`src/rtl/star_extent_finder_if.sv`:
```
// Frame-buffer read port used by star_extent_finder.
// Ports (signals):
//   mem_addr     ADDR_W  pixel address y*IMG_W + x, held between strobes
//   mem_rd_en    1       one-cycle read strobe per probe
//   mem_rd_data  PIX_W   pixel value, valid RD_LAT cycles after the strobe
// Modports: master = the finder (issues reads), slave = the frame buffer.
interface star_extent_finder_if #(
  parameter int unsigned ADDR_W = 15,
  parameter int unsigned PIX_W  = 3
) ();

  logic [ADDR_W-1:0] mem_addr;
  logic              mem_rd_en;
  logic [PIX_W-1:0]  mem_rd_data;

  modport master (output mem_addr, output mem_rd_en, input mem_rd_data);
  modport slave  (input mem_addr, input mem_rd_en, output mem_rd_data);

endinterface

```
`src/rtl/star_extent_finder.sv`:
```
// Walks the frame buffer from a seed pixel to find a star's bounding box:
// left/right on the seed row, then top/bottom on the horizontal-midpoint column.
// Ports:
//   clk, reset          clock, asynchronous active-high reset
//   start, x_in, y_in   seed request, sampled only while idle
//   busy, done          scan in progress / one-cycle completion pulse
//   seed_dark           seed was unlit or outside the image
//   left, right, mid_x  horizontal extent and its midpoint
//   top, bottom, mid_y  vertical extent on column mid_x and its midpoint
//   mem                 frame-buffer read port (master side)
module star_extent_finder #(
  parameter int unsigned IMG_W     = 160,
  parameter int unsigned IMG_H     = 120,
  parameter int unsigned XW        = 8,
  parameter int unsigned YW        = 7,
  parameter int unsigned PIX_W     = 3,
  parameter int unsigned THRESHOLD = 0,
  parameter int unsigned RD_LAT    = 1,
  parameter int unsigned ADDR_W    = 15
) (
  input  logic          clk,
  input  logic          reset,
  input  logic          start,
  input  logic [XW-1:0] x_in,
  input  logic [YW-1:0] y_in,
  output logic          busy,
  output logic          done,
  output logic          seed_dark,
  output logic [XW-1:0] left,
  output logic [XW-1:0] right,
  output logic [XW-1:0] mid_x,
  output logic [YW-1:0] top,
  output logic [YW-1:0] bottom,
  output logic [YW-1:0] mid_y,
  star_extent_finder_if.master mem
);

  localparam int unsigned CNT_W = $clog2(RD_LAT + 1);

  typedef enum logic [3:0] {
    ST_IDLE, ST_SEED, ST_LEFT, ST_RIGHT, ST_MIDX, ST_UP, ST_DOWN, ST_MIDY, ST_DONE
  } state_t;

  state_t            state, stateD;
  logic              waiting, waitingD;
  logic [CNT_W-1:0]  cnt, cntD;
  logic [XW-1:0]     cx, cxD, seedX, seedXD, nx, probeX;
  logic [YW-1:0]     cy, cyD, seedY, seedYD, ny, probeY;
  logic              issue, lit, sampleNow;
  logic [ADDR_W-1:0] addrD;
  logic [XW:0]       sumX;
  logic [YW:0]       sumY;
  logic [XW-1:0]     leftD, rightD, midXD;
  logic [YW-1:0]     topD, bottomD, midYD;
  logic              seedDarkD;

  assign lit       = mem.mem_rd_data > PIX_W'(THRESHOLD);
  assign sampleNow = waiting && (cnt == '0);
  assign addrD     = ADDR_W'(probeY) * ADDR_W'(IMG_W) + ADDR_W'(probeX);
  // Midpoint sums carry one extra bit so the halving cannot overflow.
  assign sumX      = {1'b0, left} + {1'b0, right};
  assign sumY      = {1'b0, top} + {1'b0, bottom};

  // Next-state and capture logic. A lit sample immediately issues the next
  // probe of the same scan, so back-to-back probes cost RD_LAT+1 cycles.
  always_comb begin
    stateD    = state;
    waitingD  = waiting;
    cntD      = cnt;
    cxD       = cx;
    cyD       = cy;
    seedXD    = seedX;
    seedYD    = seedY;
    nx        = cx;
    ny        = cy;
    probeX    = cx;
    probeY    = cy;
    issue     = 1'b0;
    leftD     = left;
    rightD    = right;
    midXD     = mid_x;
    topD      = top;
    bottomD   = bottom;
    midYD     = mid_y;
    seedDarkD = seed_dark;

    // Read-latency countdown; the probe ends when the counter reaches zero.
    if (waiting) begin
      if (cnt != '0) cntD = cnt - CNT_W'(1);
      else           waitingD = 1'b0;
    end

    case (state)
      ST_IDLE: begin
        if (start) begin
          seedXD    = x_in;
          seedYD    = y_in;
          cxD       = x_in;
          cyD       = y_in;
          seedDarkD = 1'b0;
          waitingD  = 1'b0;
          stateD    = ST_SEED;
        end
      end

      ST_SEED: begin
        if (!waiting) begin
          if ((32'(cx) >= IMG_W) || (32'(cy) >= IMG_H)) begin
            leftD = cx; rightD = cx; midXD = cx;
            topD  = cy; bottomD = cy; midYD = cy;
            seedDarkD = 1'b1;
            stateD    = ST_DONE;
          end else begin
            issue = 1'b1;
          end
        end else if (sampleNow) begin
          if (!lit) begin
            leftD = cx; rightD = cx; midXD = cx;
            topD  = cy; bottomD = cy; midYD = cy;
            seedDarkD = 1'b1;
            stateD    = ST_DONE;
          end else begin
            stateD = ST_LEFT;
          end
        end
      end

      ST_LEFT: begin
        if (!waiting || (sampleNow && lit)) begin
          nx = waiting ? cx - XW'(1) : cx;
          if (nx == '0) begin
            leftD  = '0;
            cxD    = seedX;
            stateD = ST_RIGHT;
          end else begin
            cxD    = nx;
            probeX = nx - XW'(1);
            issue  = 1'b1;
          end
        end else if (sampleNow) begin
          leftD  = cx;
          cxD    = seedX;
          stateD = ST_RIGHT;
        end
      end

      ST_RIGHT: begin
        if (!waiting || (sampleNow && lit)) begin
          nx = waiting ? cx + XW'(1) : cx;
          if (32'(nx) == IMG_W - 1) begin
            rightD = nx;
            stateD = ST_MIDX;
          end else begin
            cxD    = nx;
            probeX = nx + XW'(1);
            issue  = 1'b1;
          end
        end else if (sampleNow) begin
          rightD = cx;
          stateD = ST_MIDX;
        end
      end

      // The midpoint column pixel on the seed row is lit by contiguity.
      ST_MIDX: begin
        midXD  = XW'(sumX >> 1);
        cxD    = XW'(sumX >> 1);
        cyD    = seedY;
        stateD = ST_UP;
      end

      ST_UP: begin
        if (!waiting || (sampleNow && lit)) begin
          ny = waiting ? cy - YW'(1) : cy;
          if (ny == '0) begin
            topD   = '0;
            cyD    = seedY;
            stateD = ST_DOWN;
          end else begin
            cyD    = ny;
            probeY = ny - YW'(1);
            issue  = 1'b1;
          end
        end else if (sampleNow) begin
          topD   = cy;
          cyD    = seedY;
          stateD = ST_DOWN;
        end
      end

      ST_DOWN: begin
        if (!waiting || (sampleNow && lit)) begin
          ny = waiting ? cy + YW'(1) : cy;
          if (32'(ny) == IMG_H - 1) begin
            bottomD = ny;
            stateD  = ST_MIDY;
          end else begin
            cyD    = ny;
            probeY = ny + YW'(1);
            issue  = 1'b1;
          end
        end else if (sampleNow) begin
          bottomD = cy;
          stateD  = ST_MIDY;
        end
      end

      ST_MIDY: begin
        midYD  = YW'(sumY >> 1);
        stateD = ST_DONE;
      end

      ST_DONE: stateD = ST_IDLE;

      default: stateD = ST_IDLE;
    endcase

    if (issue) begin
      waitingD = 1'b1;
      cntD     = CNT_W'(RD_LAT);
    end
  end

  // State and registered outputs.
  always_ff @(posedge clk or posedge reset) begin
    if (reset) begin
      state         <= ST_IDLE;
      waiting       <= 1'b0;
      cnt           <= '0;
      cx            <= '0;
      cy            <= '0;
      seedX         <= '0;
      seedY         <= '0;
      busy          <= 1'b0;
      done          <= 1'b0;
      seed_dark     <= 1'b0;
      left          <= '0;
      right         <= '0;
      mid_x         <= '0;
      top           <= '0;
      bottom        <= '0;
      mid_y         <= '0;
      mem.mem_addr  <= '0;
      mem.mem_rd_en <= 1'b0;
    end else begin
      state         <= stateD;
      waiting       <= waitingD;
      cnt           <= cntD;
      cx            <= cxD;
      cy            <= cyD;
      seedX         <= seedXD;
      seedY         <= seedYD;
      busy          <= (stateD != ST_IDLE) && (stateD != ST_DONE);
      done          <= (stateD == ST_DONE);
      seed_dark     <= seedDarkD;
      left          <= leftD;
      right         <= rightD;
      mid_x         <= midXD;
      top           <= topD;
      bottom        <= bottomD;
      mid_y         <= midYD;
      mem.mem_rd_en <= issue;
      if (issue) mem.mem_addr <= addrD;
    end
  end

endmodule
```
`src/flat_wrapper.sv`:
```
// flat-port wrapper written by rule: the top's interface ports become plain ports
module star_extent_finder_flat 
#(
  parameter int unsigned IMG_W     = 160,
  parameter int unsigned IMG_H     = 120,
  parameter int unsigned XW        = 8,
  parameter int unsigned YW        = 7,
  parameter int unsigned PIX_W     = 3,
  parameter int unsigned THRESHOLD = 0,
  parameter int unsigned RD_LAT    = 1,
  parameter int unsigned ADDR_W    = 15
)
  (clk, reset, start, x_in, y_in, busy, done, seed_dark, left, right, mid_x, top, bottom, mid_y, mem_mem_addr, mem_mem_rd_en, mem_mem_rd_data);
  star_extent_finder_if #(.ADDR_W(ADDR_W), .PIX_W(PIX_W)) mem_i ();
  input  logic clk;
  input  logic reset;
  input  logic start;
  input  logic [XW-1:0] x_in;
  input  logic [YW-1:0] y_in;
  output logic busy;
  output logic done;
  output logic seed_dark;
  output logic [XW-1:0] left;
  output logic [XW-1:0] right;
  output logic [XW-1:0] mid_x;
  output logic [YW-1:0] top;
  output logic [YW-1:0] bottom;
  output logic [YW-1:0] mid_y;
  output wire logic [$bits(mem_i.mem_addr)-1:0] mem_mem_addr;
  output wire logic [$bits(mem_i.mem_rd_en)-1:0] mem_mem_rd_en;
  input wire logic [$bits(mem_i.mem_rd_data)-1:0] mem_mem_rd_data;
  assign mem_mem_addr = mem_i.mem_addr;
  assign mem_mem_rd_en = mem_i.mem_rd_en;
  assign mem_i.mem_rd_data = mem_mem_rd_data;
  star_extent_finder #(.IMG_W(IMG_W), .IMG_H(IMG_H), .XW(XW), .YW(YW), .PIX_W(PIX_W), .THRESHOLD(THRESHOLD), .RD_LAT(RD_LAT), .ADDR_W(ADDR_W)) u_core (.clk(clk), .reset(reset), .start(start), .x_in(x_in), .y_in(y_in), .busy(busy), .done(done), .seed_dark(seed_dark), .left(left), .right(right), .mid_x(mid_x), .top(top), .bottom(bottom), .mid_y(mid_y), .mem(mem_i));
endmodule
```
`config.mk`:
```
export PLATFORM = sky130hd
export DESIGN_NAME = star_extent_finder_flat
export DESIGN_NICKNAME = d
export VERILOG_FILES = /design/src/rtl/star_extent_finder_if.sv /design/src/rtl/star_extent_finder.sv /design/src/flat_wrapper.sv
export SDC_FILE = /design/constraint.sdc
export NUM_CORES = 1
export LEC_CHECK = 0
export ABC_AREA = 1
export BUFFER_PORTS_ARGS = -buffer_cell sky130_fd_sc_hd__buf_2
export CAP_MARGIN = 20
export CORE_ASPECT_RATIO = 1.2
export CORE_MARGIN = 4
export CORE_UTILIZATION = 60
export CTS_CLUSTER_DIAMETER = 60
export DETAILED_ROUTE_END_ITERATION = 8
export PLACE_DENSITY = 0.87
export SLEW_MARGIN = 20
export SYNTH_ARGS = -nofsm -noshare
export SYNTH_HDL_FRONTEND = slang
export SYNTH_SLANG_ARGS = --single-unit
```
`constraint.sdc`:
```
create_clock -name clk -period 7.28 [get_ports clk]
set_input_delay 1.456 -clock clk [delete_from_list [all_inputs] [get_ports clk]]
set_output_delay 1.456 -clock clk [all_outputs]
set_load 0.01 [all_outputs]
```
==> impl_metrics.yaml, run 1 <==
status:
  status: "complete, no violations"
route:
  vias_per_cell: 5.79
  wl_per_cell_um: 17.1
  drcViolationCount: 0
  vias: 7561
  drt_wl_total_um: 22400
  detail-route-antenna-nets: 0
  drt_iter0_drc: 699
  drtPass1Iterations: 5
die:
  initial_core_util_pct: 61.3
  die_h_um: 130
  dieArea_mm2: 0.0142
  fp.dieW_um: 109
  num_rows: 44
  io_pins: 85
  coreArea_mm2: 0.0121
final_layout:
  filler_cell_count: 1126
  drive_above_1_share_pct: 15.2
  num_antenna_cells: 0
  fin_nets: 1200
  syn_to_final_growth_pct: 11.3
timing:
  slew-limit-headroom_pct: 38.1
  tightest_slew_ns: 0.929
  max_freq_mhz: 201
  rsz0062_at_grt: "no"
  final_min_period_over_clock_period_pct: 68.5
  slew_violations: 0
  setup_viol: 0
  layout_min_cycle_time_ns: 4.99
  setup_ws_ns: 2.29
  skew_ns: 0.0133
  fin_tns_setup_ns: 0
  hold_viol_final: 0
worst_hold_path:
  hold_path_depth: 2
  min_path_type: "reg2reg"
  min_to: "u_core.mem.mem_addr[5]"
  min_from: "u_core.mem.mem_addr[5]"
cts:
  clockBufferDepth: 2
  numCtsBuffers: 9
  clkSinkCount: 100
  root_buffer: "clkbuf_16"
  cts_setup_buffers: 0
  cts_tree: "done"
  path_clk_slew_ns: 0.08
  clk_latency_ns: 0.36
  cts_resized: 0
  htreeDepth: 3
  hold_buffers: 0
yosys:
  synth_edf_count: 0
  synth_top_area_share_pct: 33.9
  syn_area_per_cell_um2: 6.95
  synthesis.area_mm2: 0.00739
  synth_cells: 1063
  yosys.area.top_type: "dfrtp_1"
  ys_warn_count: 0
  synthTopCellsByArea: "dfrtp_1, nand2_1, o21ai_0"
  ys.flop_type: "dfrtp_1"
  ys_ff_latch: 100
  ys_types: 46
  synth_async_sr_flop_share_pct: 100
  syn_nets: 1123
  synth_seq_area_share_pct: 33.9
worst_setup_path:
  critPathKind: "reg2reg"
  end_kind: "register"
  reg2reg_depth: 25
  r2r_slack_ns: 2.29
  crit_path_start_kind: "register"
  required_ns: 7.53
  critical_path.max_fanout: 22
  r2r_start: "u_core.waiting"
  rr_endpoint: "u_core.mem.mem_addr[14]"
  cp_data_arrival_time_ns: 5.23
placed_design:
  place_congestion: 1.03
  io_buffer_count: 84
  place_ws_ns: 2.02
  hpwl_um: 17500
power:
  leakage_nw: 4.17
  ir_worst_vdd_mv: 0.416
  p_per_area_mw_per_mm2: 540
grt:
  grt_max_degree: 55
  grt_pass1_vias: 7143
  grtUsageTotal_pct: 32.7
  gr-total-overflow: 0
  antenna_found_initial: 0
  grt_first_pass_wirelength_um: 35800
flow_run:
  drv_cap: 0
[state kept, by name, indices dropped and copies added, names as in the netlist, 7 cells and up]
signal and cells:
u_core.mem.mem_addr 15, u_core.cx 8, u_core.left 8, u_core.mid_x 8, u_core.right 8, u_core.seedX 8
u_core.bottom 7, u_core.cy 7, u_core.mid_y 7, u_core.seedY 7, u_core.top 7
[kinds of logic (layout without fill, tap and decap cells)]
group | Yosys count | in the layout | synth area share, %
DFF | 100 | 100 | 33.9
buffers and inverters | 148 | 230 | 8.13
and+or+nand+nor | 536 | 536 | 31.6
xor gates and xnor gates | 27 | 27 | 3.30
AOI/OAI and AO/OA | 212 | 212 | 16.0
adders and majority gates | 39 | 39 | 7.01
muxes | 1 | 1 | 0.152
[power breakdown]
part           switching (W)  total, W  leakage, nW  internal (W)
logic                0.00186   0.00281         2.80      0.000954
registers           0.000287   0.00112         1.23      0.000832
clock network       0.000235  0.000506        0.143      0.000271
total                0.00238   0.00444         4.17       0.00206
[area by class of cell]
type / count / area, um2 / share of cell area (%)
Tap cell: 161 / 201 / 2.45
Clock inverter: 7 / 80.1 / 0.973
Timing Repair Buffer: 89 / 458 / 5.57
Inverter: 125 / 472 / 5.73
Sequential cell: 100 / 2500 / 30.4
Multi-Input combinational cell: 815 / 4290 / 52.1
Clock buffer: 9 / 225 / 2.74
[layout by cell type, fill, tap and decap left out, drive strengths merged]
master,count
clkinvlp,2
fa,4
nor3,12
dfrtp,100
clkbuf,9
o22a,1
o22ai,6
o211ai,16
ha,35
a31oi,7
clkinv,1
a21o,1
o221ai,2
and3,1
a221oi,1
nand4,11
xor2,19
a22oi,1
o2111ai,4
bufinv,1
nand3,68
nand3b,5
o21bai,1
nand2,336
a21oi,38
a32oi,1
o21ai,127
buf,89
mux2,1
a21boi,2
nor2,95
xnor2,8
a211oi,4
or2,8
inv,128
[metrics by stage]
step	area (um2)	instances	util (%)	hold slack, ns	total power (W)
after detailed placement	7920	1290	65.7	0.457	0.00389
final	8230	1306	68.2	0.472	0.00444
after floorplan	7390	1063	-	0.449	0.00310
after CTS	8230	1306	68.2	0.476	0.00441
after global routing	8230	1306	68.2	0.496	0.00485
after global placement	7920	1290	65.7	0.460	0.00383
[metal layers]
layer	wire [um]	vias up	part of all wire, %	track usage, %
met5	0	-	0	0
met4	1250	0	5.6	17.9
met3	1760	90	7.9	5.18
met2	10500	335	47	53.8
met1	8880	3493	40	41.1
li1	-	3643	-	-
[cells in the mapped netlist (all sizes together) (2+ instances only)]
| cell type | number |
|---|---|
| nand2 | 336 |
| xor2 | 19 |
| or2 | 8 |
| fa | 4 |
| nor2 | 95 |
| a31oi | 7 |
| xnor2 | 8 |
| a211oi | 4 |
| o22ai | 6 |
| buf | 15 |
| nand4 | 11 |
| o21ai | 127 |
| clkbuf | 8 |
| nor3 | 12 |
| nand3 | 68 |
| o2111ai | 4 |
| nand3b | 5 |
| ha | 35 |
| a21oi | 38 |
| o211ai | 16 |
| o221ai | 2 |
| a21boi | 2 |
| dfrtp | 100 |
| inv | 125 |
[worst max-delay path, stage by stage, from the launching register on]
cell      delay, ns
dfrtp_1        0.96
xor2_1         0.44
inv_1          0.22
ha_1           0.30
nand3_1        0.11
nor2_1         0.06
nand3_1        0.13
nand2_2        0.12
nand2_1        0.12
inv_1          0.09
nor3_1         0.22
o21ai_0        0.15
ha_1           0.31
ha_1           0.35
nand2_1        0.09
nor2_1         0.04
a211oi_1       0.31
nor2_1         0.06
o21ai_0        0.17
nand2_1        0.11
inv_1          0.08
nand4_1        0.12
nand3_1        0.11
nand2_1        0.05
nand2_1        0.05
nand2_1        0.06
[worst max-delay path by stage]
stage | start | cells past startpoint | slack (ns) | end
floorplan | mem_mem_rd_data[0] | 21 | 2.89 | u_core.mem.mem_addr[13]
global placement | mem_mem_rd_data[0] | 23 | 2.18 | u_core.mem.mem_addr[13]
detailed placement | mem_mem_rd_data[0] | 23 | 2.02 | u_core.mem.mem_addr[13]
CTS | u_core.cy[0] | 25 | 2.35 | u_core.mem.mem_addr[13]
global route | u_core.waiting | 25 | 1.83 | u_core.mem.mem_addr[14]
finish | u_core.waiting | 25 | 2.29 | u_core.mem.mem_addr[14]
(Power assumes the default switching activity.)
==> inputs of run 2 (changes only) <==
Settings changed: CORE_UTILIZATION 60 to 54, PLACE_DENSITY 0.87 to 0.83.
Clock period 7.28 ns to 4.1 ns, I/O delays scaled along.
==> run 2 against run 1 <==
Against the previous run:
- sequential power rose by 68%
- critical endpoint is now u_core.mem.mem_addr[12]
- fmax rose by 24%
- first-iteration DRC count rose by 31%
- setup slack got worse by 2.2 ns
==> impl_metrics.yaml, run 2 (synthesized netlist as in run 1, its figures left out) <==
final_layout:
  syn_to_final_growth_pct: 20.3
  stdcell_area_mm2: 0.00889
  fin_nets: 1261
  mostFrequentLayoutCells: "nand2_1, inv_1, dfrtp_1"
  num_antenna_cells: 0
  final_common_cell: "nand2_1"
  filler_cell_count: 1150
  final_core_util_pct: 66.9
  largest_reg_flops: 15
  final_cells: 1374
  regMostFlops: "u_core.mem.mem_addr"
  drive_above_1_share_pct: 22.6
die:
  num_rows: 46
  coreArea_mm2: 0.0133
  fp.dieW_um: 115
  dieArea_mm2: 0.0156
  die_h_um: 136
  io_pins: 85
  initial_core_util_pct: 55.6
power:
  ir_worst_vdd_mv: 0.701
  p_per_area_mw_per_mm2: 985
  p_sw_w: 0.00446
  p_comb_share_pct: 68.4
  power_frac_seq_pct: 21.4
  p_clk_share_pct: 10.1
  finalPower_w: 0.00876
  intPower_w: 0.00430
  switching_share_pct: 51.0
  leakage_nw: 4.49
route:
  dr_wl_met3_um: 2220
  vias_per_cell: 5.75
  wl_met1_um: 9200
  routed.top_layer: "met4"
  detail-route-antenna-nets: 0
  drt_wl_total_um: 22600
  vias: 7907
  drtPass1Iterations: 6
  drt_iter0_drc: 917
  wl_per_cell_um: 16.4
  drcViolationCount: 0
  dr_wl_met2_um: 10400
cts:
  cts_tree: "done"
  root_buffer: "clkbuf_16"
  clk_latency_ns: 0.35
  htreeDepth: 3
  clkSinkCount: 100
  path_clk_slew_ns: 0.08
  clockBufferDepth: 2
  numCtsBuffers: 9
grt:
  gr-total-overflow: 0
  grt_first_pass_wirelength_um: 36000
  grtUsageTotal_pct: 28.8
  grt_pass1_vias: 7306
  antenna_found_initial: 0
  grt_max_degree: 83
worst_setup_path:
  rr_endpoint: "u_core.mem.mem_addr[12]"
  r2r_slack_ns: 0.09
  cp_data_arrival_time_ns: 4.24
  critPathKind: "reg2reg"
  max_stage_delay_ns: 0.42
  r2r_start: "u_core.cy[0]"
  crit_path_start_kind: "register"
  end_kind: "register"
  cp_cell_sequence: "inv_2 -> ha_1 -> nand2_2 -> o21ai_2 -> ha_2 -> nand3_2 -> nor2_2 -> nand3_2 -> nand2_4 -> inv_4 -> o211ai_1 -> nand3_1 -> o21ai_2 -> inv_2 -> ha_1 -> ha_2 -> inv_2 -> fa_2 -> o21ai_2 -> xor2_2 -> buf_4 -> xnor2_1 -> o21ai_1"
  required_ns: 4.33
  reg2reg_depth: 23
  critical_path.max_fanout: 6
  startpoint: "u_core.cy[0]"
  critPathCapture: "u_core.mem.mem_addr[12]"
  critPathSlowestCell: "fa_2"
timing:
  layout_min_cycle_time_ns: 4.01
  setup_ws_ns: 0.0888
  final_min_period_over_clock_period_pct: 97.8
  hold_viol_final: 0
  tightest_slew_ns: 0.720
  slew_violations: 0
  setup_viol: 0
  slew-limit-headroom_pct: 51.8
  skew_ns: 0.0127
  max_freq_mhz: 249
status:
  status: "complete, no violations"
placed_design:
  place_congestion: 1.00
  hpwl_um: 17000
  dp_cells: 1343
  placed_area_mm2: 0.00828
  place_ws_ns: -0.0422
  io_buffer_count: 84
worst_hold_path:
  hold_path_depth: 2
  min_path_type: "reg2reg"
flow_run:
  drv_cap: 0
[run 2: changes by cell type in the layout (fill, tap and decap cells not counted), sizes merged]
cell      delta
clkinv       +1
clkinvlp     -2
inv          -2
buf         +61
clkbuf       +3
[run 2: area by class of cell]
| class | instances | area, um2 | area share [%] |
|---|---|---|---|
| multi-input combinational | 815 | 4470 | 50.3 |
| timing repair buffer | 150 | 923 | 10.4 |
| sequential | 100 | 2500 | 28.2 |
| inverter | 125 | 477 | 5.36 |
| clock inverter | 4 | 56.3 | 0.633 |
| clock buffer | 12 | 246 | 2.77 |
| tap | 168 | 210 | 2.36 |
[run 2: worst min path at each step]
stage / from / endpoint / slack, ns
2_1_floorplan: u_core.seedY[6] / u_core.seedY[6] / 0.45
3_3_place_gp: u_core.mem.mem_addr[5] / u_core.mem.mem_addr[5] / 0.46
3_5_place_dp: u_core.mem.mem_addr[13] / u_core.mem.mem_addr[13] / 0.46
4_1_cts: u_core.mem.mem_addr[5] / u_core.mem.mem_addr[5] / 0.48
5_1_grt: u_core.mem.mem_addr[5] / u_core.mem.mem_addr[5] / 0.50
6_report: u_core.mem.mem_addr[13] / u_core.mem.mem_addr[13] / 0.48
[run 2: worst max-delay path: cells and delay by family (launching register included)]
kind / cells / cell delay (ns)
adders and majority gates: 5 / 1.39
AOI/OAI and AO/OA: 5 / 0.73
and+or+nand+nor: 6 / 0.66
DFF: 1 / 0.38
buffers and inverters: 5 / 0.37
xor gates and xnor gates: 2 / 0.37
[run 2: power by group through the flow]
| stage | logic (W) | registers [W] | clock network [W] |
|---|---|---|---|
| floorplan | 0.00357 | 0.00193 | 0 |
| global placement | 0.00523 | 0.00188 | 0 |
| detailed placement | 0.00534 | 0.00188 | 0 |
| CTS | 0.00542 | 0.00187 | 0.000896 |
| global route | 0.00665 | 0.00193 | 0.000935 |
| finish | 0.00599 | 0.00188 | 0.000886 |
[run 2: metrics by stage]
step	hold WS, ns	TNS, ns
6_report	0.479	0
5_1_grt	0.502	-0.337
4_1_cts	0.481	0
3_5_place_dp	0.464	-0.0666
3_3_place_gp	0.460	0
2_1_floorplan	0.449	0
[run 2: layer usage]
| metal | track usage [%] | up-vias |
|---|---|---|
| met1 | 39.1 | 3632 |
| met3 | 5.57 | 76 |
| met5 | 0 | - |
| li1 | - | 3767 |
| met4 | 9.98 | 0 |
| met2 | 46.0 | 432 |
[run 2: timing repair]
item                       CTS  global route
gates resized for setup      3            55
hold buffers                 0             0
pin swaps                    2            33
hold endpoints to repair     0             0
buffers inserted             1            14
setup endpoints to repair    2             6
